===== src/rtl/lif_neuron_array.sv =====
// N_CH leaky integrate-and-fire neurons, time-multiplexed: one channel evaluated per cycle per tick scan.
// Tick-to-vec_valid latency N_CH+1 cycles; in_ready is low for the whole scan, so inputs stall (never dropped).
module lif_neuron_array #(
    parameter int N_CH       = 4,
    parameter int W          = 8,
    parameter int R_W        = 4,
    parameter int THRESH_RST = 100,
    parameter int CH_W       = $clog2(N_CH)
) (
    input  logic            clk,
    input  logic            rst,
    input  logic            cfg_we,
    input  logic [W-1:0]    cfg_thresh,
    input  logic [2:0]      cfg_leak,
    input  logic [R_W-1:0]  cfg_refrac,
    input  logic            in_valid,
    output logic            in_ready,
    input  logic [CH_W-1:0] in_ch,
    input  logic [W-1:0]    in_current,
    input  logic            tick,
    output logic            busy,
    output logic            spike_pulse,
    output logic [CH_W-1:0] spike_ch,
    output logic            vec_valid,
    output logic [N_CH-1:0] spike_vec,
    output logic            tick_overrun,
    input  logic [CH_W-1:0] dbg_ch,
    output logic [W-1:0]    dbg_mem
);

    typedef enum logic {IDLE = 1'b0, SCAN = 1'b1} state_t;

    localparam logic [CH_W-1:0] K_LAST = CH_W'(N_CH - 1);

    state_t          state, state_nxt;
    logic [CH_W-1:0] k;
    logic [W-1:0]    mem    [N_CH];
    logic [R_W-1:0]  refrac [N_CH];
    logic [W-1:0]    thresh_q;
    logic [2:0]      leak_q;
    logic [R_W-1:0]  refrac_q;
    logic [N_CH-1:0] shadow;

    logic            scan_start, scan_last;
    logic            accept, in_ch_ok;
    logic [W:0]      sum;
    logic [W-1:0]    sat;
    logic [W-1:0]    cur_mem, leaked;
    logic [R_W-1:0]  cur_ref;
    logic            in_refrac, fire;
    logic [N_CH-1:0] fire_vec;

    always_ff @(posedge clk) begin
        if (rst) state <= IDLE;
        else     state <= state_nxt;
    end

    always_comb begin
        state_nxt  = state;
        in_ready   = 1'b0;
        busy       = 1'b0;
        scan_start = 1'b0;
        scan_last  = 1'b0;
        case (state)
            IDLE: begin
                in_ready = 1'b1;
                if (tick) begin
                    state_nxt  = SCAN;
                    scan_start = 1'b1;
                end
            end
            SCAN: begin
                busy = 1'b1;
                if (k == K_LAST) begin
                    state_nxt = IDLE;
                    scan_last = 1'b1;
                end
            end
            default: state_nxt = IDLE;
        endcase
    end

    // Integration saturates at all-ones; computed one bit wider to catch the carry.
    always_comb begin
        in_ch_ok = int'(in_ch) < N_CH;
        accept   = in_valid && in_ready && in_ch_ok;
        sum      = {1'b0, mem[in_ch]} + {1'b0, in_current};
        sat      = sum[W] ? '1 : sum[W-1:0];
    end

    always_comb begin
        cur_mem     = mem[k];
        cur_ref     = refrac[k];
        leaked      = (leak_q == 3'd0) ? cur_mem : cur_mem - (cur_mem >> leak_q);
        in_refrac   = cur_ref != '0;
        fire        = !in_refrac && (leaked >= thresh_q);
        fire_vec    = '0;
        fire_vec[k] = fire;
    end

    always_comb begin
        dbg_mem = '0;
        if (int'(dbg_ch) < N_CH) dbg_mem = mem[dbg_ch];
    end

    always_ff @(posedge clk) begin
        if (rst) begin
            for (int i = 0; i < N_CH; i++) begin
                mem[i]    <= '0;
                refrac[i] <= '0;
            end
            k            <= '0;
            thresh_q     <= W'(THRESH_RST);
            leak_q       <= 3'd1;
            refrac_q     <= '0;
            shadow       <= '0;
            spike_pulse  <= 1'b0;
            spike_ch     <= '0;
            vec_valid    <= 1'b0;
            spike_vec    <= '0;
            tick_overrun <= 1'b0;
        end else begin
            spike_pulse <= 1'b0;
            vec_valid   <= 1'b0;

            if (cfg_we) begin
                thresh_q <= cfg_thresh;
                leak_q   <= cfg_leak;
                refrac_q <= cfg_refrac;
            end

            if (busy && tick) tick_overrun <= 1'b1;

            // Refractory channels swallow their input current.
            if (accept && (refrac[in_ch] == '0)) mem[in_ch] <= sat;

            if (scan_start) begin
                k      <= '0;
                shadow <= '0;
            end

            if (busy) begin
                if (in_refrac) begin
                    refrac[k] <= cur_ref - R_W'(1);
                    mem[k]    <= '0;
                end else if (fire) begin
                    mem[k]      <= '0;
                    refrac[k]   <= refrac_q;
                    spike_pulse <= 1'b1;
                    spike_ch    <= k;
                end else begin
                    mem[k] <= leaked;
                end
                shadow <= shadow | fire_vec;
                k      <= k + CH_W'(1);
                if (scan_last) begin
                    vec_valid <= 1'b1;
                    spike_vec <= shadow | fire_vec;
                end
            end
        end
    end

endmodule


===== config.mk =====
export PLATFORM = sky130hd
export DESIGN_NAME = lif_neuron_array
export DESIGN_NICKNAME = d
export VERILOG_FILES = /design/src/rtl/lif_neuron_array.sv
export SDC_FILE = /design/constraint.sdc
export NUM_CORES = 1
export LEC_CHECK = 0
export CORE_MARGIN = 10
export CORE_UTILIZATION = 45
export DETAILED_ROUTE_END_ITERATION = 8
export PLACE_DENSITY_LB_ADDON = 0.05
export SLEW_MARGIN = 15
export SYNTH_ARGS = -nofsm -noshare
export SYNTH_HDL_FRONTEND = slang
export SYNTH_SLANG_ARGS = --single-unit

===== constraint.sdc =====
create_clock -name clk -period 5.5 [get_ports clk]
set_input_delay 1.1 -clock clk [delete_from_list [all_inputs] [get_ports clk]]
set_output_delay 1.1 -clock clk [all_outputs]
set_load 0.005 [all_outputs]

==> flow_metrics.tcl, run 1 <==
set metrics [dict create \
    fin_skew_ns 0.006260 \
    syn_inst 494 \
    drt_wl_total_um 13860 \
    crit_chain "buf_4, mux4_2, mux2_2, nor2_1, a21oi_1, nand2_1, o21ai_0, ha_1, inv_1, fa_1, a21oi_1, o21ai_0, nor3_1, or3_1, ha_1, a21o_1, a21oi_1, o21ai_2, a41oi_1, nor2_1" \
    leakage_nw 2.354 \
    nFillCells 983 \
    ios 51 \
    die_x_um 126.8 \
    power_density_nw_per_um2 297.3 \
    final_cell_area_um2 6115 \
    mostFrequentLayoutCells "nor2_1 (53), clkdlybuf4s50_1 (50), edfxtp_1 (48)" \
    synth_cell_types 61 \
    grt-ovfl-total 0 \
    async_flop_share 0 \
    grt_pass1_vias 4117 \
    initial_core_util 0.4675 \
    r2r_cells 20 \
    num_vias 4108 \
    hold_depth 2 \
    finalSetupTns_ns 0 \
    p_sw_frac 0.3128 \
    final_layout_size_suffix_gt1_frac 0.1300 \
    combPwrFrac 0.278 \
    first_pass_iters 4 \
    ir_worst_vdd_uv 160.8 \
    hold_slack_ns 0.4558 \
    yosysSeqAreaShare 0.4094 \
    initialDrtViolationCount 220 \
    fin_ws_ns 0.4018 \
    grt_max_degree 29 \
    status "completed" \
    hold_viol 0 \
    dieArea_um2 16080 \
    synth_flop_cell "edfxtp_1" \
    crit_type "reg2reg" \
    ctsRootBufferMaster "clkbuf_16" \
    antennaDiodeCount 0 \
    setup_viol 0 \
    die_h_um 126.8 \
    row_count 38 \
    crit_required_ns 5.58 \
    ant_nets 0 \
    place.gp.congestion 0.8240 \
    hpwl_um 10540 \
    avgSynthCellArea_um2 10.39 \
    num-nets-final 603 \
    yosysTopAreaCell "edfxtp_1" \
    critPathBufInv 2 \
    cp_common_cell "a21oi_1" \
    clk_path_buf_depth 2 \
    hold_class "reg2reg" \
    port_buffers 50 \
    period_minus_slack_ns 5.098 \
    vias_per_cell 5.988 \
    rsz0062_at_grt "false" \
    wl_per_cell_um 20.21 \
    arrival_ns 5.18 \
    grt_pass1_wl_um 22170 \
    cp_slowest_stage_delay_ns 0.62 \
    synth_nets 556 \
    worstSetupEndpointType "flip-flop" \
    multi_input_comb_area_um2 2800 \
    synth_area_leaders "edfxtp_1 (28%), dfxtp_1 (13%), mux4_2 (13%)" \
    yosysTopAreaCellShare 0.2807 \
    grtUsageTotal 0.1716 \
    syn_area_um2 5135 \
    cts_tree "done" \
    cts_buffers 9 \
    clock_latency_ns 0.34 \
    ys_seq_elements 81 \
    clk_pin_slew_worst_paths_ns 0.06 \
    cts_setup_buffers 0 \
    drv_cap 0 \
    coreArea_um2 10980 \
    critPathMaxFanout 9 \
    slew_violations 0 \
    slowest_stage "mux4_2" \
    h-tree-depth 3 \
    setup.worst_path.start_class "flip-flop" \
    crit_cells 20 \
    slew_headroom 0.2932 \
    synth-edff-count 48 \
    clkPwrFrac 0.337 \
    min_period_over_period 0.9270 \
    path_delay_family "compound AO/OA/AOI/OAI gates" \
    final_common_cell "nor2_1" \
    ys_warn_count 0 \
    numClockSinks 81 \
    worstMarginPinSlew_ns 1.055 \
    area_growth_pct 19.08 \
    place_area_um2 5788 \
    p_int_w 0.001249 \
    register_area_um2 2102 \
    p_switching_w 0.0005687 \
    grt_antenna_before_repair 0 \
    pre_cts_ws_ns 0.1420 \
    fmax_mhz 196.1 \
    drc 0 \
    seq_power_share 0.385 \
]
## cells in the mapped netlist (2+ instances only)
cell        n
o21ai_0    21
a21oi_1    29
a2bb2oi_1   4
o211a_1     3
a31o_2      2
o211ai_1    4
o21a_1      3
nor2_1     53
nor3b_1     4
nor2b_1     6
or4_1       2
nand2_1    32
and2_1      2
a31oi_1    11
nor3_1     26
clkbuf_1   18
fa_1        2
a211o_1     2
o2111ai_1   5
or3_1       7
buf_1       6
o31ai_1     2
dfxtp_1    33
nand2b_1    6
a311oi_1    2
xnor2_1     5
mux2_2      3
nand3_1     3
inv_1      37
a21o_1      3
o31a_1      2
and3_1      3
edfxtp_1   48
ha_1       28
mux4_2     29
mux2i_1    16
buf_6       2
nand4_1     3
a211oi_1    5
## per-stage QoR
stage               utilization  std cells  power (W)
floorplan                     -        494   0.001043
global placement         0.5270        670   0.001198
detailed placement       0.5270        670   0.001205
CTS                      0.5547        686   0.001817
global route             0.5567        686   0.001905
finish                   0.5567        686   0.001818
## layout make-up
cell class	instances	area share
clock buffers	9	0.03683
clock inverters	7	0.01289
inverters	38	0.02333
multi-input cells	349	0.4580
flip-flops and latches	81	0.3438
well taps	140	0.02865
repair buffers	62	0.09658
## state kept, by name, summed over array words and instances (netlist names), named ones only
register      count
k                 2
leak_q            3
mem              32
refrac           16
refrac_q          4
shadow            4
spike_ch          2
spike_pulse       1
spike_vec         4
state             1
thresh_q          8
tick_overrun      1
vec_valid         1
## path summary, 6_finish.rpt
kind | from | endpoint | slack (ns)
max | flip-flop | refrac[1][3] | 0.40
min | shadow[2] | shadow[2] | 0.46
max reg2reg | flip-flop | refrac[1][3] | 0.40
min reg2reg | shadow[2] | shadow[2] | 0.46
## power groups by stage
stage | sequential, W | clock, W | combinational [W]
finish | 0.000700 | 0.000613 | 0.000505
global route | 0.000704 | 0.000647 | 0.000554
CTS | 0.000700 | 0.000621 | 0.000496
detailed placement | 0.000713 | 0 | 0.000492
global placement | 0.000711 | 0 | 0.000487
floorplan | 0.000698 | 0 | 0.000345
## tightest hold or removal path, cell delays in order, from the launching register on
cell and delay [ns]:
dfxtp_1 0.31, nand2_1 0.05, a21oi_1 0.05
## kinds of logic after synthesis
| logic type | synth area share |
|---|---|
| and+or+nand+nor | 0.1445 |
| AOI/OAI and AO/OA | 0.1469 |
| DFF | 0.4094 |
| buffers and inverters | 0.04970 |
| muxes | 0.1650 |
| adders and majority gates | 0.07602 |
| xor gates and xnor gates | 0.008528 |
## per-layer routing
layer,vias to the layer above,global-route usage,share of wire,routed length [µm]
met3,22,0.03707,0.056,780
met2,136,0.2922,0.49,6820
met4,0,0.05626,0.018,251
li1,1955,-,-,-
met1,1995,0.2103,0.43,6009
met5,-,0,0,0
## what timing repair did
action / CTS / global route
gates resized for setup: 0 / 5
hold buffers: 0 / 0
endpoints found under the setup margin: 0 / 27
No activity file was read; power rests on OpenSTA's default activity.
==> run 2: changes to the inputs <==
--- a/config.mk
+++ b/config.mk
@@ -5,6 +5,7 @@
 export SDC_FILE = /design/constraint.sdc
 export NUM_CORES = 1
 export LEC_CHECK = 0
+export ABC_CLOCK_PERIOD_IN_PS = 5500
 export CORE_MARGIN = 10
 export CORE_UTILIZATION = 45
 export DETAILED_ROUTE_END_ITERATION = 8
==> results of run 2 <==
No change in the layout: final DEF, timing and power equal those of run 1.
